$ cat src/rtl/wb_stage.sv
// wb_stage -- writeback stage feeding the register file write port.
//
// Accepts completed instructions from execute over a valid/ready handshake.
// ALU results are written one cycle after acceptance. Loads park the stage in
// WAIT_LOAD until the data memory answers. The answered word is then cut down
// to a byte or half and sign- or zero-extended before being written. The stage
// also reports an outstanding load destination for hazard detection. It counts
// retired instructions and flags load timeouts and unsupported load types.
//
// Parameters:
//   TIMEOUT_CYCLES  WAIT_LOAD cycles before a load is abandoned (0 = never)
//   RETIRE_W        width of the retired-instruction counter
//
// Ports:
//   clk, rst                    clock (rising edge), async active-high reset
//   ex_valid / ex_ready         instruction handshake from execute
//   ex_rd_en, ex_rd_addr        destination enable and register
//   ex_result                   ALU / link value (unused for loads)
//   ex_is_load, ex_funct3       load flag and load type
//   ex_addr_lo                  load address bits [1:0]
//   mem_rvalid / mem_rready     load data handshake
//   mem_rdata                   aligned 32-bit memory word
//   rf_write_en, rf_rd_addr,
//   rf_rd_data                  registered register-file write port
//   pend_valid, pend_rd_addr    outstanding load with a nonzero destination
//   retire_count                instructions retired since reset (wraps)
//   err_timeout, err_funct3     single-cycle error pulses
module wb_stage #(
  parameter int unsigned TIMEOUT_CYCLES = 0,
  parameter int unsigned RETIRE_W       = 64
) (
  input  logic                clk,
  input  logic                rst,
  input  logic                ex_valid,
  output logic                ex_ready,
  input  logic                ex_rd_en,
  input  logic [4:0]          ex_rd_addr,
  input  logic [31:0]         ex_result,
  input  logic                ex_is_load,
  input  logic [2:0]          ex_funct3,
  input  logic [1:0]          ex_addr_lo,
  input  logic                mem_rvalid,
  output logic                mem_rready,
  input  logic [31:0]         mem_rdata,
  output logic                rf_write_en,
  output logic [4:0]          rf_rd_addr,
  output logic [31:0]         rf_rd_data,
  output logic                pend_valid,
  output logic [4:0]          pend_rd_addr,
  output logic [RETIRE_W-1:0] retire_count,
  output logic                err_timeout,
  output logic                err_funct3
);

  typedef enum logic {
    IDLE      = 1'b0,
    WAIT_LOAD = 1'b1
  } state_t;

  localparam bit          TMO_EN   = (TIMEOUT_CYCLES > 0);
  localparam logic [31:0] TMO_LAST = TMO_EN ? 32'(TIMEOUT_CYCLES - 1) : 32'd0;

  state_t      state, state_n;
  logic        ld_rd_en;
  logic [4:0]  ld_rd_addr;
  logic [2:0]  ld_funct3;
  logic [1:0]  ld_addr_lo;
  logic [31:0] tmo_cnt;

  logic        accept_load;
  logic        retire_n;
  logic        wr_en_n;
  logic [4:0]  wr_addr_n;
  logic [31:0] wr_data_n;
  logic        err_to_n;
  logic        err_f3_n;

  logic [7:0]  ld_byte;
  logic [15:0] ld_half;
  logic [31:0] ld_value;
  logic        ld_bad;

  assign ex_ready     = (state == IDLE);
  assign mem_rready   = (state == WAIT_LOAD);
  assign pend_valid   = (state == WAIT_LOAD) && ld_rd_en && (ld_rd_addr != 5'd0);
  assign pend_rd_addr = pend_valid ? ld_rd_addr : 5'd0;

  // Load data extraction. Halves use only addr_lo[1], and words ignore addr_lo;
  // misalignment has already been dealt with by execute.
  always_comb begin
    ld_byte  = mem_rdata[{ld_addr_lo, 3'b000} +: 8];
    ld_half  = ld_addr_lo[1] ? mem_rdata[31:16] : mem_rdata[15:0];
    ld_value = 32'd0;
    ld_bad   = 1'b0;
    case (ld_funct3)
      3'b000:  ld_value = {{24{ld_byte[7]}}, ld_byte};
      3'b001:  ld_value = {{16{ld_half[15]}}, ld_half};
      3'b010:  ld_value = mem_rdata;
      3'b100:  ld_value = {24'd0, ld_byte};
      3'b101:  ld_value = {16'd0, ld_half};
      default: ld_bad   = 1'b1;
    endcase
  end

  // Next-state and next-write logic. A response arriving in the last allowed
  // cycle is still taken as a normal completion rather than a timeout.
  always_comb begin
    state_n     = state;
    accept_load = 1'b0;
    retire_n    = 1'b0;
    wr_en_n     = 1'b0;
    wr_addr_n   = 5'd0;
    wr_data_n   = 32'd0;
    err_to_n    = 1'b0;
    err_f3_n    = 1'b0;
    case (state)
      IDLE: begin
        if (ex_valid) begin
          if (ex_is_load) begin
            accept_load = 1'b1;
            state_n     = WAIT_LOAD;
          end else begin
            retire_n = 1'b1;
            if (ex_rd_en && (ex_rd_addr != 5'd0)) begin
              wr_en_n   = 1'b1;
              wr_addr_n = ex_rd_addr;
              wr_data_n = ex_result;
            end
          end
        end
      end
      WAIT_LOAD: begin
        if (mem_rvalid) begin
          state_n  = IDLE;
          retire_n = 1'b1;
          err_f3_n = ld_bad;
          if (ld_rd_en && (ld_rd_addr != 5'd0)) begin
            wr_en_n   = 1'b1;
            wr_addr_n = ld_rd_addr;
            wr_data_n = ld_value;
          end
        end else if (TMO_EN && (tmo_cnt == TMO_LAST)) begin
          state_n  = IDLE;
          err_to_n = 1'b1;
        end
      end
      default: state_n = IDLE;
    endcase
  end

  always_ff @(posedge clk or posedge rst) begin
    if (rst) begin
      state <= IDLE;
    end else begin
      state <= state_n;
    end
  end

  // Load bookkeeping, timeout counter, and the registered write port.
  always_ff @(posedge clk or posedge rst) begin
    if (rst) begin
      ld_rd_en     <= 1'b0;
      ld_rd_addr   <= 5'd0;
      ld_funct3    <= 3'd0;
      ld_addr_lo   <= 2'd0;
      tmo_cnt      <= 32'd0;
      rf_write_en  <= 1'b0;
      rf_rd_addr   <= 5'd0;
      rf_rd_data   <= 32'd0;
      err_timeout  <= 1'b0;
      err_funct3   <= 1'b0;
      retire_count <= '0;
    end else begin
      if (accept_load) begin
        ld_rd_en   <= ex_rd_en;
        ld_rd_addr <= ex_rd_addr;
        ld_funct3  <= ex_funct3;
        ld_addr_lo <= ex_addr_lo;
        tmo_cnt    <= 32'd0;
      end else if ((state == WAIT_LOAD) && !mem_rvalid) begin
        tmo_cnt <= tmo_cnt + 32'd1;
      end
      rf_write_en <= wr_en_n;
      rf_rd_addr  <= wr_addr_n;
      rf_rd_data  <= wr_data_n;
      err_timeout <= err_to_n;
      err_funct3  <= err_f3_n;
      if (retire_n) begin
        retire_count <= retire_count + RETIRE_W'(1);
      end
    end
  end

endmodule
$ cat config.mk
export PLATFORM = sky130hd
export DESIGN_NAME = wb_stage
export DESIGN_NICKNAME = d
export VERILOG_FILES = /design/src/rtl/wb_stage.sv
export SDC_FILE = /design/constraint.sdc
export NUM_CORES = 1
export LEC_CHECK = 0
export CAP_MARGIN = 10
export CORE_ASPECT_RATIO = 1.25
export CORE_MARGIN = 5
export CORE_UTILIZATION = 41
export DETAILED_ROUTE_END_ITERATION = 10
export PLACE_DENSITY_LB_ADDON = 0.12
export SLEW_MARGIN = 20
export SYNTH_ARGS = -nofsm -noshare
export SYNTH_HDL_FRONTEND = slang
export SYNTH_SLANG_ARGS = --single-unit
$ cat constraint.sdc
create_clock -name clk -period 3.5 [get_ports clk]
set_input_delay 0.7 -clock clk [delete_from_list [all_inputs] [get_ports clk]]
set_output_delay 0.7 -clock clk [all_outputs]
set_load 0.03 [all_outputs]
# [Word level (Yosys, flattened, before mapping)]
# Cells that the tools add are included.
[op_classes] addsub=1 eq_ne=4 shift=1 mux=33 n_bitwise=1 reduce_logical=8
[ops] cell="$mux W32" n=5
[ops] cell="$pmux W32 S5" n=1
[ops] cell="$add A64 B1 Y64 const B" n=1
[ops] cell="$pmux W32 S2" n=1
[ops] cell="$shiftx A32 B6 Y8" n=1
[ops] cell="$mux W5" n=6
[ops] cell="$mux W16" n=1
[ops] cell="$mux W1" n=15
[ops] cell="$pmux W5 S2" n=1
[ops] cell="$reduce_bool A5 Y1" n=2
[ops] cell="$eq A3 B3 Y1 const B" n=2
[ops] cell="$pmux W1 S2" n=3
[ops] cell="$reduce_or A5 Y1" n=1
[ops] cell="$logic_and A1 B1 Y1" n=4
[ops] cell="$eq A3 B1 Y1 const B" n=1
[ops] cell="$eq A3 B2 Y1 const B" n=1
[ops] cell="$logic_not A3 Y1" n=1
[ops] cell="$not A1 Y1" n=1
[word_totals] regBits=115 in_bits=80 out_inout_bits=112 wordCells=58

# [Logic depth before layout (Yosys ltp)]
[logic_depth] depth_word=6 mapped_depth=8

# [Worst setup path before layout]
# OpenSTA, ideal clock, no wires.
[synth_path] kind="reg2reg" from="register retire_count[0]" to="register retire_count[52]" arrival_ns=1.975 required_time_ns=3.365 slack_ns=1.390 stages_incl_launch_ff=7 path_cell_list="dfrtp_1 -> ha_1 -> and4_1 -> nand4_1 -> nor4b_4 -> nand3_1 -> xnor2_1"
[synth_via] elab_chain_len=1
[synth_rtl] item="start: declaration" line_no="50" rtl="output logic [RETIRE_W-1:0] retire_count,"
[synth_rtl] item="start signal: assignment" line_no="189" rtl="retire_count <= retire_count + RETIRE_W'(1);"
[synth_rtl] item="$add A64 B1 Y64" line_no="189"
# No other way between the ends.
# A chain may end at the register's enable or synchronous reset.

# [Worst setup path in the final report]
[layout_path] from="register ld_rd_addr[0]" to="output port pend_valid"
[layout_via] elab_chain_len=2
[layout_rtl] item="start: declaration" line_no="65" rtl="logic [4:0] ld_rd_addr;"
[layout_rtl] item="start signal: assignment" line_no="176" rtl="ld_rd_addr <= ex_rd_addr;"
[layout_rtl] item="$reduce_bool A5 Y1" line_no="85" rtl="assign pend_valid = (state == WAIT_LOAD) && ld_rd_en && (ld_rd_addr != 5'd0);"
[layout_rtl] item="$logic_and A1 B1 Y1" line_no="85"
[layout_rtl] item="end: declaration" line_no="48" rtl="output logic pend_valid,"
# No other way between the ends.

==> flow_summary.json <==
{
  "outcome": "finished clean",
  "place_congestion": 0.840,
  "rsz0062_at_grt": "false",
  "tightest_slew_ns": 0.947,
  "cts_setup_buffers": 0,
  "use_met2_pct": 38.2,
  "grt_max_degree": 43,
  "io-pin-count": 192,
  "syn_inst": 494,
  "critPathKind": "register to output pin",
  "slew_headroom_pct": 36.3,
  "crit_cells": 3,
  "portBuffers": 190,
  "tns_ns": 0,
  "required_ns": 2.80,
  "clock_sinks": 115,
  "ff2ff_path_depth": 5,
  "gr-total-overflow": 0,
  "synth-seq-cells": 115,
  "synth_top_flop_cell": "dfrtp_1",
  "fin_nets": 767,
  "n_antenna_cell": 0,
  "insertion_delay_ns": 0.41,
  "skew_ns": 0.0106,
  "avgSynthCellArea_um2": 11.1,
  "drcViolationCount": 0,
  "period_needed_ns": 2.90,
  "synth_top_area_share_pct": 52.3,
  "start_kind": "register",
  "drtIter0Drc": 223,
  "yosysWarnings": 0,
  "wirelength_mm": 16.2,
  "fin_util_pct": 61.3,
  "path_buf_inv": 1,
  "maxCapViolCount": 0,
  "holdWs_ns": 0.474,
  "drive_gt1_share_pct": 9.89,
  "wl_per_cell_um": 18.7,
  "path_cells": "or4_1 > o211a_1 > clkdlybuf4s50_1",
  "yosys-top-cells-area": "dfrtp_1 (52%), xnor2_1 (8.1%), mux2_2 (4.1%), nand2_1 (3.7%), nand3_1 (3.1%)",
  "grt-busiest-layer": "met2",
  "ys_top_cells_by_count": "dfrtp_1 (115), nand2_1 (54), xnor2_1 (51)",
  "dpl.cell_count": 838,
  "critPathCaptureType": "output pin",
  "h-tree-depth": 4,
  "clk_pin_slew_ns": 0.05,
  "synth_top_area_cell": "dfrtp_1",
  "grt_pass1_vias": 4991,
  "grt_use_met1_pct": 21.7,
  "power_density_nw_per_um2": 486,
  "grt_pass1_wl_mm": 26.1,
  "firstDrtPassIters": 5,
  "root_buffer": "clkbuf_16",
  "final_max_slew_viol_count": 0,
  "viasPerCell": 5.37,
  "track_usage_pct": 20.8,
  "crit_start": "ld_rd_addr[0]",
  "arrival_ns": 2.20,
  "synth-edff-count": 0,
  "syn-num-nets": 575,
  "syn2layout_area_growth_pct": 47.4,
  "hpwlAfterDp_mm": 12.4,
  "hold_start": "retire_count[63]",
  "hold_buffers": 0,
  "slowest_stage": "clkdlybuf4s50_1",
  "final-setup-viol-count": 0,
  "whs_path_depth": 1,
  "antenna_found_initial": 0,
  "ant_nets": 0,
  "grtUsageMet3_pct": 6.77,
  "hold_path.class": "register to register",
  "async_flop_share_pct": 100,
  "p_leak_nw": 3.55,
  "min_period_over_period_pct": 82.8,
  "synth_most_common_cell": "dfrtp_1",
  "post_synth_num_cell_types": 54,
  "clock_path_buffers": 2,
  "cts_buffers": 17,
  "max_freq_mhz": 345,
  "synthesis.area_um2": 5500,
  "cp_max_fo": 4,
  "cpLargestDelayFamily": "buffers and inverters",
  "final_area_um2": 8110,
  "placed_area_um2": 7550,
  "dieArea_um2": 15800,
  "cts_resized": 0,
  "rows": 47,
  "ys_seq_area_share_pct": 52.3,
  "initial_core_util_pct": 41.6,
  "hold_viol": 0,
  "fp.dieW_um": 114,
  "max_stage_delay_ns": 0.59,
  "finalNonFillerCells": 869,
  "cts_tree": "yes",
  "core_area_um2": 13200,
  "dr_total_vias": 4670,
  "fp.dieH_um": 139,
  "ir_drop_v": 0.000294,
  "reg2reg_from": "ld_addr_lo[1]"
}
-- report_power, final --
part / switching [mW] / leakage, nW / internal (mW) / total [mW]
Combinational: 0.412 / 1.72 / 0.354 / 0.766
Clock: 0.603 / 0.268 / 1.02 / 1.63
Sequential: 0.128 / 1.56 / 1.42 / 1.55
Total: 1.14 / 3.55 / 2.80 / 3.94
-- final timing paths --
path	slack, ns	to
setup reg to reg	1.09	rf_rd_data[30]
setup / recovery	0.60	pend_valid
hold / removal	0.47	retire_count[63]
max in group asynchronous	1.99	ld_funct3[2]
hold reg to reg	0.47	retire_count[63]
min in group asynchronous	0.81	retire_count[13]
-- sequential cells by signal (all words and copies together), names as in the netlist --
register	count
err_funct3	1
ld_addr_lo	2
retire_count	64
rf_rd_addr	5
ld_rd_en	1
rf_write_en	1
rf_rd_data	32
ld_funct3	3
mem_rready	1
ld_rd_addr	5
-- through the flow --
| step | power (mW) | setup slack (ns) |
|---|---|---|
| detailed placement | 2.34 | 0.644 |
| CTS | 3.97 | 0.584 |
| finish | 3.94 | 0.602 |
| global route | 4.10 | 0.530 |
| global placement | 2.32 | 0.670 |
| floorplan | 1.99 | 1.39 |
-- placed cells by master, fill, tap and decap left out, types with 2 or more instances in the layout --
cell type / instances
a221oi_1: 7
nor3_1: 6
xnor2_1: 51
clkdlybuf4s50_1: 190
clkbuf_1: 2
nor2b_1: 2
clkinv_2: 4
clkbuf_8: 3
and4_1: 11
inv_1: 5
xor2_1: 12
mux2_2: 20
nand3_1: 34
and4_4: 2
dfrtp_1: 115
and2_1: 10
o211a_1: 2
o21ai_0: 17
a222oi_1: 8
a22o_1: 5
nand2b_1: 2
nor4_2: 2
a21o_1: 17
and3_1: 19
nand2_1: 54
o21ai_1: 2
buf_12: 2
nor2_1: 11
or4_1: 2
clkinvlp_4: 4
a21oi_1: 17
nand4_1: 18
clkbuf_16: 17
-- per-layer routing --
layer / vias to the layer above / part of all wire (%) / routed length (um)
met5: - / 0 / 0
met2: 167 / 55 / 8850
met3: 31 / 7.8 / 1270
met1: 2301 / 36 / 5780
li1: 2171 / - / -
met4: 0 / 2.0 / 320
-- cell type report --
type	instances	area, um2
Timing Repair Buffer	193	1950
Clock inverter	9	81.3
Multi-Input combinational cell	353	2480
Fill cell	1161	5130
Inverter	6	26.3
Clock buffer	22	474
Sequential cell	115	2880
Tap cell	171	214
-- cells by family (layout without fill, tap and decap cells) --
kind of cell	after synthesis	after routing	share of synthesized area, %
simple gates	185	185	19.6
compound gates	82	82	10.7
other cells	1	1	0.0682
buf+inv	26	230	2.53
xor+xnor	63	63	10.0
fa+ha+maj	1	1	0.227
flops	115	115	52.3
mux	21	21	4.51
(Power assumes the default switching activity.)
